**src/rtl/data_bus_if.sv**
```systemverilog
`default_nettype none
// ============================================================================
//  Module      : data_bus_if
//  Description : Bridge between the memory-access stage's single-cycle
//                data-RAM port and the shared Wishbone-style system bus.
//                Each stage access becomes one registered bus transaction.
//                The pipeline is stalled until the slave acknowledges, and
//                the read word is then returned to the stage. A no-ack
//                timeout aborts transactions to dead slaves.
//
//  Ports       : clk, rst          - core clock, async active-high reset
//                stall_i, flush_i  - pipeline stall vector / flush
//                cpu_*_i           - stage access request (ce/we/addr/sel/data)
//                cpu_data_o        - load data back to the stage
//                stallreq_o        - stall request to the control unit
//                bus_err_o         - one-cycle pulse on bus timeout
//                wb_*_o / wb_*_i   - Wishbone master side
//
//  Revision    : 1.0 - initial release
// ============================================================================
module data_bus_if #(
    parameter int TIMEOUT_CYCLES = 256,
    parameter int CNT_W          = 9
) (
    input  logic        clk,
    input  logic        rst,

    input  logic [5:0]  stall_i,
    input  logic        flush_i,

    input  logic        cpu_ce_i,
    input  logic        cpu_we_i,
    input  logic [31:0] cpu_addr_i,
    input  logic [3:0]  cpu_sel_i,
    input  logic [31:0] cpu_data_i,
    output logic [31:0] cpu_data_o,
    output logic        stallreq_o,
    output logic        bus_err_o,

    output logic [31:0] wb_adr_o,
    output logic [31:0] wb_dat_o,
    output logic        wb_we_o,
    output logic [3:0]  wb_sel_o,
    output logic        wb_stb_o,
    output logic        wb_cyc_o,
    input  logic [31:0] wb_dat_i,
    input  logic        wb_ack_i
);

    // Timeout disabled when TIMEOUT_CYCLES is zero; the compare value is
    // then irrelevant, so it is pinned to zero to avoid a negative constant.
    localparam logic             c_TO_EN   = (TIMEOUT_CYCLES != 0);
    localparam logic [CNT_W-1:0] c_TO_LAST = (TIMEOUT_CYCLES == 0) ? '0
                                             : CNT_W'(TIMEOUT_CYCLES - 1);

    typedef enum logic [1:0] {
        ST_IDLE = 2'd0,
        ST_BUSY = 2'd1,
        ST_WAIT = 2'd2
    } state_t;

    state_t             r_state;
    state_t             w_state_nxt;
    logic [31:0]        r_rd_buf;
    logic [CNT_W-1:0]   r_to_cnt;

    logic w_start;      // new transaction launched from IDLE
    logic w_abort;      // flush while a transaction is on the bus
    logic w_ack;        // slave acknowledged (flush takes precedence)
    logic w_timeout;    // no ack within the allowed number of cycles
    logic w_end;        // transaction completed normally or timed out
    logic [31:0] w_rd_word;

    assign w_start   = (r_state == ST_IDLE) & cpu_ce_i & ~flush_i;
    assign w_abort   = (r_state == ST_BUSY) & flush_i;
    assign w_ack     = (r_state == ST_BUSY) & ~flush_i & wb_ack_i;
    assign w_timeout = (r_state == ST_BUSY) & ~flush_i & ~wb_ack_i
                       & c_TO_EN & (r_to_cnt == c_TO_LAST);
    assign w_end     = w_ack | w_timeout;

    // Stores return no data to the stage.
    assign w_rd_word = wb_we_o ? 32'd0 : wb_dat_i;

    // ------------------------------------------------------------------
    // State register
    // ------------------------------------------------------------------
    always_ff @(posedge clk or posedge rst) begin
        if (rst) begin
            r_state <= ST_IDLE;
        end else begin
            r_state <= w_state_nxt;
        end
    end

    // ------------------------------------------------------------------
    // Next state and combinational outputs to the stage
    // ------------------------------------------------------------------
    always_comb begin
        w_state_nxt = r_state;
        stallreq_o  = 1'b0;
        cpu_data_o  = 32'd0;

        case (r_state)
            ST_IDLE: begin
                stallreq_o = cpu_ce_i & ~flush_i;
                if (w_start) begin
                    w_state_nxt = ST_BUSY;
                end
            end
            ST_BUSY: begin
                if (flush_i) begin
                    w_state_nxt = ST_IDLE;
                end else if (wb_ack_i) begin
                    cpu_data_o  = w_rd_word;
                    w_state_nxt = (|stall_i) ? ST_WAIT : ST_IDLE;
                end else if (w_timeout) begin
                    w_state_nxt = (|stall_i) ? ST_WAIT : ST_IDLE;
                end else begin
                    stallreq_o = 1'b1;
                end
            end
            ST_WAIT: begin
                // Result is held until the rest of the pipeline releases.
                cpu_data_o = r_rd_buf;
                if (flush_i || (stall_i == 6'd0)) begin
                    w_state_nxt = ST_IDLE;
                end
            end
            default: begin
                w_state_nxt = ST_IDLE;
            end
        endcase

        if (rst) begin
            stallreq_o = 1'b0;
            cpu_data_o = 32'd0;
        end
    end

    // ------------------------------------------------------------------
    // Bus master registers, timeout counter, read buffer, error pulse
    // ------------------------------------------------------------------
    always_ff @(posedge clk or posedge rst) begin
        if (rst) begin
            wb_adr_o  <= 32'd0;
            wb_dat_o  <= 32'd0;
            wb_we_o   <= 1'b0;
            wb_sel_o  <= 4'd0;
            wb_stb_o  <= 1'b0;
            wb_cyc_o  <= 1'b0;
            r_rd_buf  <= 32'd0;
            r_to_cnt  <= '0;
            bus_err_o <= 1'b0;
        end else begin
            bus_err_o <= w_timeout;

            if (w_start) begin
                wb_adr_o <= cpu_addr_i;
                wb_dat_o <= cpu_data_i;
                wb_we_o  <= cpu_we_i;
                wb_sel_o <= cpu_sel_i;
                wb_stb_o <= 1'b1;
                wb_cyc_o <= 1'b1;
                r_to_cnt <= '0;
            end else if (w_abort || w_end) begin
                wb_adr_o <= 32'd0;
                wb_dat_o <= 32'd0;
                wb_we_o  <= 1'b0;
                wb_sel_o <= 4'd0;
                wb_stb_o <= 1'b0;
                wb_cyc_o <= 1'b0;
            end else if (r_state == ST_BUSY) begin
                r_to_cnt <= r_to_cnt + 1'b1;
            end

            if (w_ack) begin
                r_rd_buf <= w_rd_word;
            end else if (w_abort || w_timeout) begin
                r_rd_buf <= 32'd0;
            end else if ((r_state == ST_WAIT) && flush_i) begin
                r_rd_buf <= 32'd0;
            end
        end
    end

endmodule
`default_nettype wire
```
**config.mk**
```make
export PLATFORM = sky130hd
export DESIGN_NAME = data_bus_if
export DESIGN_NICKNAME = d
export VERILOG_FILES = /design/src/rtl/data_bus_if.sv
export SDC_FILE = /design/constraint.sdc
export NUM_CORES = 1
export LEC_CHECK = 0
export ABC_AREA = 1
export ABC_CLOCK_PERIOD_IN_PS = 8200
export CORE_ASPECT_RATIO = 1.1
export CORE_MARGIN = 10
export CORE_UTILIZATION = 43
export DETAILED_ROUTE_END_ITERATION = 12
export PLACE_DENSITY_LB_ADDON = 0.2
export RECOVER_POWER = 25
export SYNTH_ARGS = -nofsm -noshare
export SYNTH_HDL_FRONTEND = slang
export SYNTH_SLANG_ARGS = --single-unit
```
**constraint.sdc**
```tcl
create_clock -name clk -period 8.2 [get_ports clk]
set_input_delay 2.05 -clock clk [delete_from_list [all_inputs] [get_ports clk]]
set_output_delay 2.05 -clock clk [all_outputs]
set_load 0.02 [all_outputs]
```
; ---- After elaboration in Yosys (flattened, before gate mapping)
; Cells that the tools add are included.
[totals]
reg_bits = 114
in_bits = 112
output_inout_bits = 105
word_cells = 71
[op_classes]
n_addsub = 1
n_eq_ne = 7
n_mux = 31
bitwise = 11
reduce_logical = 12
[op_table]
columns = cell, n
row1 = $mux W32, 10
row2 = $pmux W32 S2, 1
row3 = $mux W9, 3
row4 = $mux W2, 6
row5 = $add A9 B1 Y9 const B, 1
row6 = $eq A9 B8 Y1 const B, 1
row7 = $and A1 B1 Y1, 8
row8 = $mux W4, 2
row9 = $mux W1, 7
row10 = $logic_not A6 Y1, 1
row11 = $ne A2 B2 Y1 const B, 3
row12 = $pmux W2 S3, 1
row13 = $reduce_or A6 Y1, 1
row14 = $ne A4 B4 Y1 const B, 1
row15 = $reduce_bool A2 Y1, 2
row16 = $logic_or A1 B1 Y1, 3
row17 = $reduce_and A3 Y1, 1
row18 = $reduce_bool A3 Y1, 1
row19 = $eq A2 B1 Y1 const B, 1
row20 = $eq A2 B2 Y1 const B, 1
row21 = $logic_not A2 Y1, 1
row22 = $not A1 Y1, 2
row23 = $pmux W1 S2, 1
row24 = $reduce_and A2 Y1, 1
row25 = other kinds (2), 2

; ---- Depth between registers and ports, before layout
; Gate-level depths: netlist of run 1.
[depth]
ltp_word = 9
depth_mapped = 11
ltp_nobuf = 11

; ---- Worst setup path before layout of run 1
; No wires, ideal clock.
[synth_path]
path_kind = input port to output port
startpoint = input rst
endpoint = output cpu_data_o[10]
arrival_ps = 5506
required_ps = 6150
slack_ps = 644
cell_stages = 4
n_path_buf = 1
cell_sequence = inv_1 -> nand2_1 -> clkbuf_1 -> a21oi_1
[synth_between]
elab_chain_cells = 1
[synth_lines]
columns = element, line
row1 = start: declaration, 26  ; input logic rst,
row2 = $mux W32, 134  ; if (rst) begin
row3 = end: declaration, 36  ; output logic [31:0] cpu_data_o,
; No other way between the ends.

; ---- Worst setup path after layout of run 1
[layout_path]
startpoint = input rst
endpoint = output cpu_data_o[14]
; Same word-level chain as after synthesis.

==> results of run 1 <==
## how the worst min path moves through the flow
stage,start,endpoint,slack [ns],depth (start not counted)
floorplan,r_state[1],r_state[1],0.47,2
global placement,r_rd_buf[8],r_rd_buf[8],0.48,2
detailed placement,wb_dat_o[28],wb_dat_o[28],0.48,2
CTS,wb_dat_o[28],wb_dat_o[28],0.50,2
global route,wb_dat_o[18],wb_dat_o[18],0.52,2
finish,wb_dat_o[29],wb_dat_o[29],0.49,2
## area by class of cell
cell class,instances,area [um2]
Multi-Input combinational cell,448,1953
Sequential cell,114,2853
Tap cell,150,187.7
Timing Repair Buffer,219,2185
Fill cell,943,3720
Inverter,22,85.08
Clock inverter,5,50.05
Clock buffer,26,509.2
## power breakdown
part | switching [mW] | internal, mW
clock | 0.230 | 0.453
combinational | 0.640 | 0.410
sequential | 0.123 | 0.786
total | 0.993 | 1.65
## synthesized netlist by cell type
master / instances
sky130_fd_sc_hd__nand2_1: 270
sky130_fd_sc_hd__dfrtp_1: 114
sky130_fd_sc_hd__nand3_1: 110
sky130_fd_sc_hd__a21oi_1: 35
sky130_fd_sc_hd__inv_1: 19
sky130_fd_sc_hd__nor2_1: 17
sky130_fd_sc_hd__clkbuf_1: 15
sky130_fd_sc_hd__buf_4: 13
sky130_fd_sc_hd__buf_2: 9
sky130_fd_sc_hd__ha_1: 5
sky130_fd_sc_hd__buf_1: 3
sky130_fd_sc_hd__inv_2: 3
sky130_fd_sc_hd__o21ai_0: 3
sky130_fd_sc_hd__nand2_2: 1
sky130_fd_sc_hd__nand3_2: 1
sky130_fd_sc_hd__nand4_1: 1
sky130_fd_sc_hd__nor3_1: 1
sky130_fd_sc_hd__nor3_4: 1
sky130_fd_sc_hd__nor4_1: 1
sky130_fd_sc_hd__o21ai_1: 1
sky130_fd_sc_hd__o22ai_1: 1
## through the flow
stage	hold slack, ns	cells
6_report	0.4889	984
4_1_cts	0.4967	984
5_1_grt	0.5153	984
2_1_floorplan	0.4665	624
3_3_place_gp	0.4791	953
3_5_place_dp	0.4850	953
## per-layer routing
| metal | track usage [%] | vias up | wire length [um] |
|---|---|---|---|
| met3 | 6.969 | 22 | 1483 |
| met2 | 32.17 | 210 | 8147 |
| met1 | 21.00 | 2343 | 6094 |
| li1 | - | 2396 | - |
| met4 | 7.189 | 0 | 363 |
| met5 | 0 | - | 0 |
## logic make-up after synthesis
kind of cell | share of synthesized area (%)
AO/OA/AOI/OAI | 3.960
adder cells (fa/ha/maj) | 1.230
flip-flops | 56.07
buffers and inverters | 5.755
AND/OR/NAND/NOR | 32.98
## tightest hold or removal path, delay by kind of cell, from the launching register on
family	cells	cell delay [ns]
DFF	1	0.33
and+or+nand+nor	2	0.12
## sequential cells by signal, indices dropped and copies added (netlist names)
name and cells:
r_rd_buf 32, wb_adr_o 32, wb_dat_o 32, r_to_cnt 9, wb_sel_o 4, r_state 2
bus_err_o 1, wb_cyc_o 1, wb_we_o 1
==> impl_table.tex, run 1 <==
\begin{tabular}{lr}
\hline
Metric & Value \\
\hline
\multicolumn{2}{l}{\textbf{Clock tree}} \\
\quad Clock root cell & sky130\_fd\_sc\_hd\_\_clkbuf\_16 \\
\quad Num CTS Buffers & 17 \\
\quad Number of gates resized after cts & 0 \\
\quad Htree depth & 4 \\
\quad Worst-Skew Late Latency & about 0.4 ns \\
\quad Maximum number of buffers from clock root to sink & 2 \\
\quad Hold-fix buffers, CTS & 0 \\
\quad Clock slew seen by the registers of the worst setup and hold paths & $\sim$0.05 ns \\
\quad CTS tree & yes \\
\quad Sinks on Clock Net & about 110 \\
\quad \# Post-CTS Setup Buffers & 0 \\
\multicolumn{2}{l}{\textbf{Timing}} \\
\quad Worst Tran Pin Value & 1.233 ns \\
\quad RSZ-0062 raised after global routing & false \\
\quad Count of final setup violators & 0 \\
\quad Fin crit share & 85.41\% \\
\quad Max-slew violation total from the final report & 0 \\
\quad Final Critical Period & 7.003 ns \\
\quad Worst setup slack after layout & between 1 and 1.5 ns \\
\quad Upper clock frequency limit & 142.8 MHz \\
\quad Summed negative setup slack over all endpoints & 0 ns \\
\quad Hold violation total from the final report & 0 \\
\quad Max-slew headroom & 17.78\% \\
\quad Max Clock Skew & a little under 0.008 ns \\
\multicolumn{2}{l}{\textbf{Synth}} \\
\quad Top post-synthesis cells by area & sky130\_fd\_sc\_hd\_\_dfrtp\_1 56\%, sky130\_fd\_sc\_hd\_\_nand2\_1 20\%, sky130\_fd\_sc\_hd\_\_nand3\_1 11\%, sky130\_fd\_sc\_hd\_\_a21oi\_1 3.4\%, sky130\_fd\_sc\_hd\_\_buf\_4 1.9\% \\
\quad Part of the Yosys area used for sequential elements & roughly 56\% \\
\quad Mean area per synthesized cell & just over 8 um2 \\
\quad Cell taking the most area after synthesis & sky130\_fd\_sc\_hd\_\_dfrtp\_1 \\
\quad Synth warnings & 0 \\
\quad Synthesis-stage register bit count & around 110 \\
\quad Post-synthesis cell type count & 21 \\
\quad Netlist area before placement & between 5000 and 6000 um2 \\
\quad Net count after synthesis & 741 \\
\quad Gate Count Post-Synth & 624 \\
\quad Fraction of synthesized cell area taken by the top area cell type & between 50\% and 60\% \\
\multicolumn{2}{l}{\textbf{Route}} \\
\quad Starting DRT DRC Count & roughly 380 \\
\quad Number of iterations in the first detailed-routing pass & 5 \\
\quad Antenna Nets Post-Route & 0 \\
\quad Per-cell via count in the routed design & roughly 5.1 \\
\quad Number of vias after detailed routing & 4971 \\
\quad DRC violations left & 0 \\
\quad Total Routed Length & 16090 um \\
\quad Wire length per cell & 16.35 um \\
\multicolumn{2}{l}{\textbf{Final layout}} \\
\quad Commonest non-fill, non-tap cell in the layout & sky130\_fd\_sc\_hd\_\_nand2\_1 \\
\quad Post-layout net count & between 900 and 1000 \\
\quad Top library cells by usage in the layout, fill and taps aside & 270 x sky130\_fd\_sc\_hd\_\_nand2\_1, 169 x sky130\_fd\_sc\_hd\_\_clkdlybuf4s50\_1, 114 x sky130\_fd\_sc\_hd\_\_dfrtp\_1 \\
\quad Share of layout cells above drive strength 1 & under 10\% \\
\quad P\&R area growth vs syn & 53.76\% \\
\quad Summed area of non-filler cells in the final layout & roughly 8000 um2 \\
\quad Final core utilization & between 60 and 70\% \\
\quad Count of antenna diodes in the layout & 0 \\
\multicolumn{2}{l}{\textbf{Setup path}} \\
\quad Cell with the biggest individual delay on the critical path & sky130\_fd\_sc\_hd\_\_nand2\_1 \\
\quad Setup slack, reg-to-reg & 5.18 ns \\
\quad WP buf/inv & 3 \\
\quad Critical path's top delay family & buffers and inverters \\
\quad Crit path required time & 6.15 ns \\
\quad Data arrival time at the worst-slack endpoint & approximately 5 ns \\
\quad Cell count of the worst reg-to-reg path & 5 \\
\quad Critical path cell sequence & dlygate4sd3\_1 -> inv\_4 -> nand2\_1 -> a21oi\_1 -> clkdlybuf4s50\_1 \\
\quad CP Capture Point & cpu\_data\_o[14] \\
\quad Start-to-end type of the worst setup path & in -> out \\
\quad Type of destination of the critical path & output pin \\
\quad Maximum net fanout on the critical path & 38 \\
\quad Origin of the worst setup path & rst \\
\quad Largest stage delay on the critical path & about 0.77 ns \\
\quad Destination of the worst register-to-register timing path & r\_rd\_buf[24] \\
\quad Stages on worst setup path & 5 \\
\quad Startpoint of the lowest-slack register-to-register path & r\_state[0] \\
\quad Startpoint Class & input port \\
\multicolumn{2}{l}{\textbf{Placed design}} \\
\quad Post-placement cell area & roughly 7300 um2 \\
\quad Port bufs & 216 \\
\quad Detailed-placement wirelength estimate & about 12000 um \\
\quad Routability-driven placement congestion ratio & between 0.8 and 0.9 \\
\quad Worst slack, placed & roughly 1.3 ns \\
\multicolumn{2}{l}{\textbf{Power and ir drop}} \\
\quad Total Power Consumption & between 2 and 3 mW \\
\quad Power per cell area & $\sim$340 nW/um2 \\
\quad Worst vdd rail ir drop & 0.0001944 V \\
\quad P\_leak & around 3.9 nW \\
\multicolumn{2}{l}{\textbf{Floorplan}} \\
\quad Initial core utilization & 44.08\% \\
\quad Die area & approximately 17000 um2 \\
\quad Cell row count & between 40 and 50 \\
\quad Horizontal die dimension & $\sim$120 um \\
\quad Placeable Area & $\sim$12000 um2 \\
\quad Die Y-Extent & around 130 um \\
\quad IO Pins & around 220 \\
\multicolumn{2}{l}{\textbf{Global routing}} \\
\quad Vias in the first global route & roughly 5000 \\
\quad Global-route wire length before repair & 25390 um \\
\quad Maximum number of pins on one net before global-route repair & approximately 80 \\
\quad All-layer global routing usage & 18.97\% \\
\quad Gr ovfl total & 0 \\
\quad Number of antenna violations at the first check in global routing & 0 \\
\multicolumn{2}{l}{\textbf{Flow run}} \\
\quad Number of maximum-capacitance constraint violations & 0 \\
\multicolumn{2}{l}{\textbf{Hold path}} \\
\quad Kind of path behind the tightest hold check & reg -> reg \\
\multicolumn{2}{l}{\textbf{Status}} \\
\quad Run status & finished, final reports clean \\
\hline
\end{tabular}
Note: power is estimated with default switching activity, not from simulation.
==> inputs of run 2 (changes only) <==
GPL_ROUTABILITY_DRIVEN = 0   (was unset)
==> results of run 2 <==
The final DEF is identical to that of run 1; final timing and power are the same.
==> variant 1: new RTL, config.mk and constraints of run 2 <==
Register the output `bus_err_o` once more; this adds one clock of latency there. The other outputs are not delayed to match. Comments in the files are not updated.
--- a/src/rtl/data_bus_if.sv
+++ b/src/rtl/data_bus_if.sv
@@ -60,2 +60,4 @@
     } state_t;
+
+    logic bus_err_s0;
 
@@ -152,5 +154,5 @@
             r_to_cnt  <= '0;
-            bus_err_o <= 1'b0;
+            bus_err_s0 <= 1'b0;
         end else begin
-            bus_err_o <= w_timeout;
+            bus_err_s0 <= w_timeout;
 
@@ -185,2 +187,6 @@
 
+    always_ff @(posedge clk) begin
+        bus_err_o <= bus_err_s0;
+    end
+
 endmodule
Check against the original RTL: same outputs for any inputs over 4 cycles, from zero or initial values and one cycle with rst high; that may be too few to reach the edited logic, so the function may still have changed.
==> variant 1 against run 2 <==
- cell area shrank 0.30%
- global-route usage decreased by 0.53 points
- synthesized cell count rose by 0.16%
- sequential cell count is 1 higher
- total power decreased by 2.1%
- count of clock-buffer cells in the layout shrank 1
- area after synthesis grew 0.39%
- sequential share of layout area increased by 0.37 points
- worst setup slack better by 0.12 ns
- wire length down 2.7%
==> variant 1: results (changes against run 2) <==
status: completed
post-route insts no fill: 985 (+0.10%)
worst hold slack: 0.3479 ns (-0.1410 ns)
top post-synthesis cells by area: dfrtp_1 56%, nand2_1 20%, nand3_1 11%
number of cells on the worst hold path: 0 (-2)
CTS Buffer Depth: 2 (unchanged)
vias per inst: 4.934 (-2.3%)
leak pwr: 0.003854 µW (-0.36%)
Nets: 940 (+0.11%)
Worst R2R End: r_rd_buf[13]
worst-path maximum fanout: 32 (-16%)
vias in the first global route: 4,948 (-1.5%)
post-synthesis sequential area ratio: 56.25% (+0.17 points)
Yosys cell types: 22 (+4.8%)
largest net degree at the start of global routing: 78 (-1.3%)
Iter 0 DRT Violations: 273 (-29%)
peak supply drop: 218.4 µV (+12%)
worst reg2reg setup slack: 5.24 ns (+0.06 ns)
arrival time at the worst endpoint: 4.83 ns (-0.12 ns)
Tot GR Track Use: 18.44% (-0.53 points)
Synth top area share: 55.85% (-0.22 points)
Sw Share: 37.92% (+0.33 points)
WHS Endpoint: bus_err_o
layout cells sized above 1: 4.431% (-0.13 points)
Mean Syn Cell Area: 8.172 µm² (+0.23%)
Detailed Route WL: 15.66 mm (-2.7%)
max incr delay on CP: 0.86 ns (+0.09 ns)
slowest cell on the critical path: nor3_4
Post-DP HPWL: 11.15 mm (-3.5%)
async set or reset register ratio after synthesis: 99.13% (-0.87 points)
reg-to-reg critical path startpoint: r_state[0]
dpl cells: 954 (+0.10%)
TritonRoute pass-1 iters: 4 (-1)
Hold Crit Start: bus_err_s0
Layout Skew: 0.01169 ns (+0.003774 ns)
Slew @ Worst Pin: 1.215 ns (-0.01846 ns)
first-pass GRT wire length: 24.84 mm (-2.2%)
Synthesized Nets: 742 (+0.13%)
## variant 1: cell types whose count changed in the layout (fill, tap and decap cells not counted), sizes merged
cell	run 2	this run
clkbuf	26	25
bufinv	1	0
dlygate4sd3	47	46
clkdlybuf4s50	169	170
clkinv	4	6
dfxtp	0	1
## variant 1: layout make-up
class | instances | area, µm²
multi-input cells | 448 | 1953
clock inverters | 6 | 30.03
well taps | 150 | 187.7
clock buffers | 25 | 485.5
inverters | 22 | 85.08
flip-flops and latches | 115 | 2873
repair buffers | 219 | 2185
fillers | 955 | 3744
## variant 1: power groups by stage
stage | clock network (µW) | logic, µW | registers (µW)
after CTS | 648 | 1090 | 918
after floorplan | 0 | 439 | 1080
after global placement | 0 | 1070 | 908
final | 633 | 1040 | 913
after detailed placement | 0 | 1090 | 924
after global routing | 679 | 1140 | 941
## variant 1: how the worst max path moves through the flow
stage                  from              to  slack [ns]  depth (start not counted)
finish              flush_i   cpu_data_o[2]        1.32                          7
global route            rst  cpu_data_o[18]        1.06                          5
CTS                 flush_i   cpu_data_o[2]        1.39                          7
detailed placement      rst   cpu_data_o[2]        1.41                          5
global placement        rst  cpu_data_o[11]        1.48                          5
floorplan               rst  cpu_data_o[10]        0.64                          4
## variant 1: kinds of logic (layout without fill, tap and decap cells)
group	Yosys count	count (layout)	synth area share, %
fa+ha+maj	5	5	1.225
simple gates	403	403	32.85
compound gates	40	40	3.944
flops	115	115	56.25
buf+inv	62	272	5.732
## variant 1: routing by layer
layer  wire length [µm]  vias to the layer above  track usage (%)
li1                   -                     2396                -
met1               6166                     2296            20.84
met2               7994                      158            31.26
met3               1351                       10            7.515
met4                150                        0            4.930
met5                  0                        -                0
## variant 1: worst register-to-register path: cells and delay by family (launching register included)
family / cells / cell delay (ns)
adders and majority gates: 1 / 0.97
and+or+nand+nor: 3 / 1.40
DFF: 1 / 0.39
buffers and inverters: 1 / 0.09
## variant 1: stage by stage
stage	util [%]	area [µm²]	worst slack, ns
after global placement	63.10	7283	1.479
after floorplan	-	5107	0.6436
final	67.57	7799	1.317
after global routing	67.57	7799	1.057
after detailed placement	63.10	7283	1.414
after CTS	67.57	7799	1.394
==> variant 2: new RTL, settings of run 2 <==
Without the edit above. The parameter `CNT_W` goes from 9 to 7.
--- a/src/rtl/data_bus_if.sv
+++ b/src/rtl/data_bus_if.sv
@@ -22,3 +22,3 @@
     parameter int TIMEOUT_CYCLES = 256,
-    parameter int CNT_W          = 9
+    parameter int CNT_W          = 7
 ) (
Formal check against the unedited RTL: same outputs for any inputs over 4 cycles, from zero or initial values and one cycle with rst high; that may be too few to reach the edited logic, so the function may still have changed.
==> variant 2 against run 2 <==
- worst setup slack improved by 0.20 ns
- total power decreased by 12%
- wire length decreased by 1.4%
- sequential cell count decreased by 2
- area after synthesis increased by 3.3%
- cell area decreased by 1.8%
- fmax increased by 2.9%
- count of clock-buffer cells in the layout decreased by 17
- critical path type unchanged
- critical endpoint is now cpu_data_o[17]
- largest power group unchanged
==> variant 2: results (changes against run 2) <==
status: completed
arrival time at the worst endpoint: 4.76 ns (-0.19 ns)
Tot GR Track Use: 18.26% (-0.71 points)
layout cells sized above 1: 3.121% (-1.4 points)
Psw: 930.9 µW (-6.3%)
Yosys cell types: 22 (+4.8%)
worst hold slack: 0.4931 ns (+0.004242 ns)
sequential cell fraction of total power: 38.8% (+4.4 points)
Slew @ Worst Pin: 1.165 ns (-0.06861 ns)
CTS HTree Levels: 3 (-1)
adder and majority cell fraction of the synthesized area: 1.190% (-0.040 points)
Layout Skew: 0.009743 ns (+0.001825 ns)
Pwr per Cell Area: 302.3 nW/µm² (-11%)
WHS Endpoint: wb_dat_o[0]
worst reg2reg setup slack: 5.27 ns (+0.09 ns)
CTS buffer count: 9 (-8)
minimum clock period: 6.808 ns (-0.1952 ns)
Routed WL per cell: 15.57 µm (-4.8%)
XOR/XNOR share of the synthesized area: 0.1666% (+0.17 points)
synth cell count leaders: 235 x nand2_1, 112 x dfrtp_1, 110 x nand3_1, 74 x inv_1, 43 x nor2_1
post-synthesis sequential area ratio: 53.31% (-2.8 points)
peak supply drop: 166.0 µV (-15%)
DP Area: 7403 µm² (+1.9%)
Synth Area in Compound Gates: 3.784% (-0.18 points)
leak pwr: 0.003922 µW (+1.4%)
Post-Syn Instances: 670 (+7.4%)
Reg clk slew, reported paths: 0.07 ns (+0.02 ns)
vias in the first global route: 5,079 (+1.2%)
Nets: 977 (+4.0%)
largest net degree at the start of global routing: 81 (+2.5%)
Comb power frac: 43.7% (+3.9 points)
worst skew pair latency: 0.34 ns (-0.06 ns)
worst setup path endpoint: cpu_data_o[17]
worst-path maximum fanout: 34 (-11%)
-- variant 2: cell count changes in the layout (fill, tap and decap cells not counted), moves of 3 or more --
cell,run 2,this run
nand4_1,1,5
clkbuf_1,4,0
clkinv_4,0,3
clkbuf_16,17,9
inv_1,18,74
nor2_1,17,43
nand2_1,270,235
clkbuf_8,5,0
-- variant 2: layout make-up --
type	instances	area [µm²]
clock inverter	7	53.80
fill	1058	4299
tap	154	192.7
multi-input combinational	441	1932
inverter	77	291.5
timing repair buffer	219	2185
sequential	112	2803
clock buffer	9	225.2
-- variant 2: worst max-delay path, cell delays in order --
cell	delay (ns)
dlygate4sd3_1	0.58
inv_4	0.33
nand2_1	0.72
a21oi_1	0.39
clkdlybuf4s50_1	0.66
-- variant 2: metal layers --
metal	part of all wire, %	GRT usage, %	vias to the layer above
met2	48	30.31	182
li1	-	-	2456
met4	2.3	6.018	0
met3	12	9.622	20
met1	38	19.71	2262
met5	0	0	-
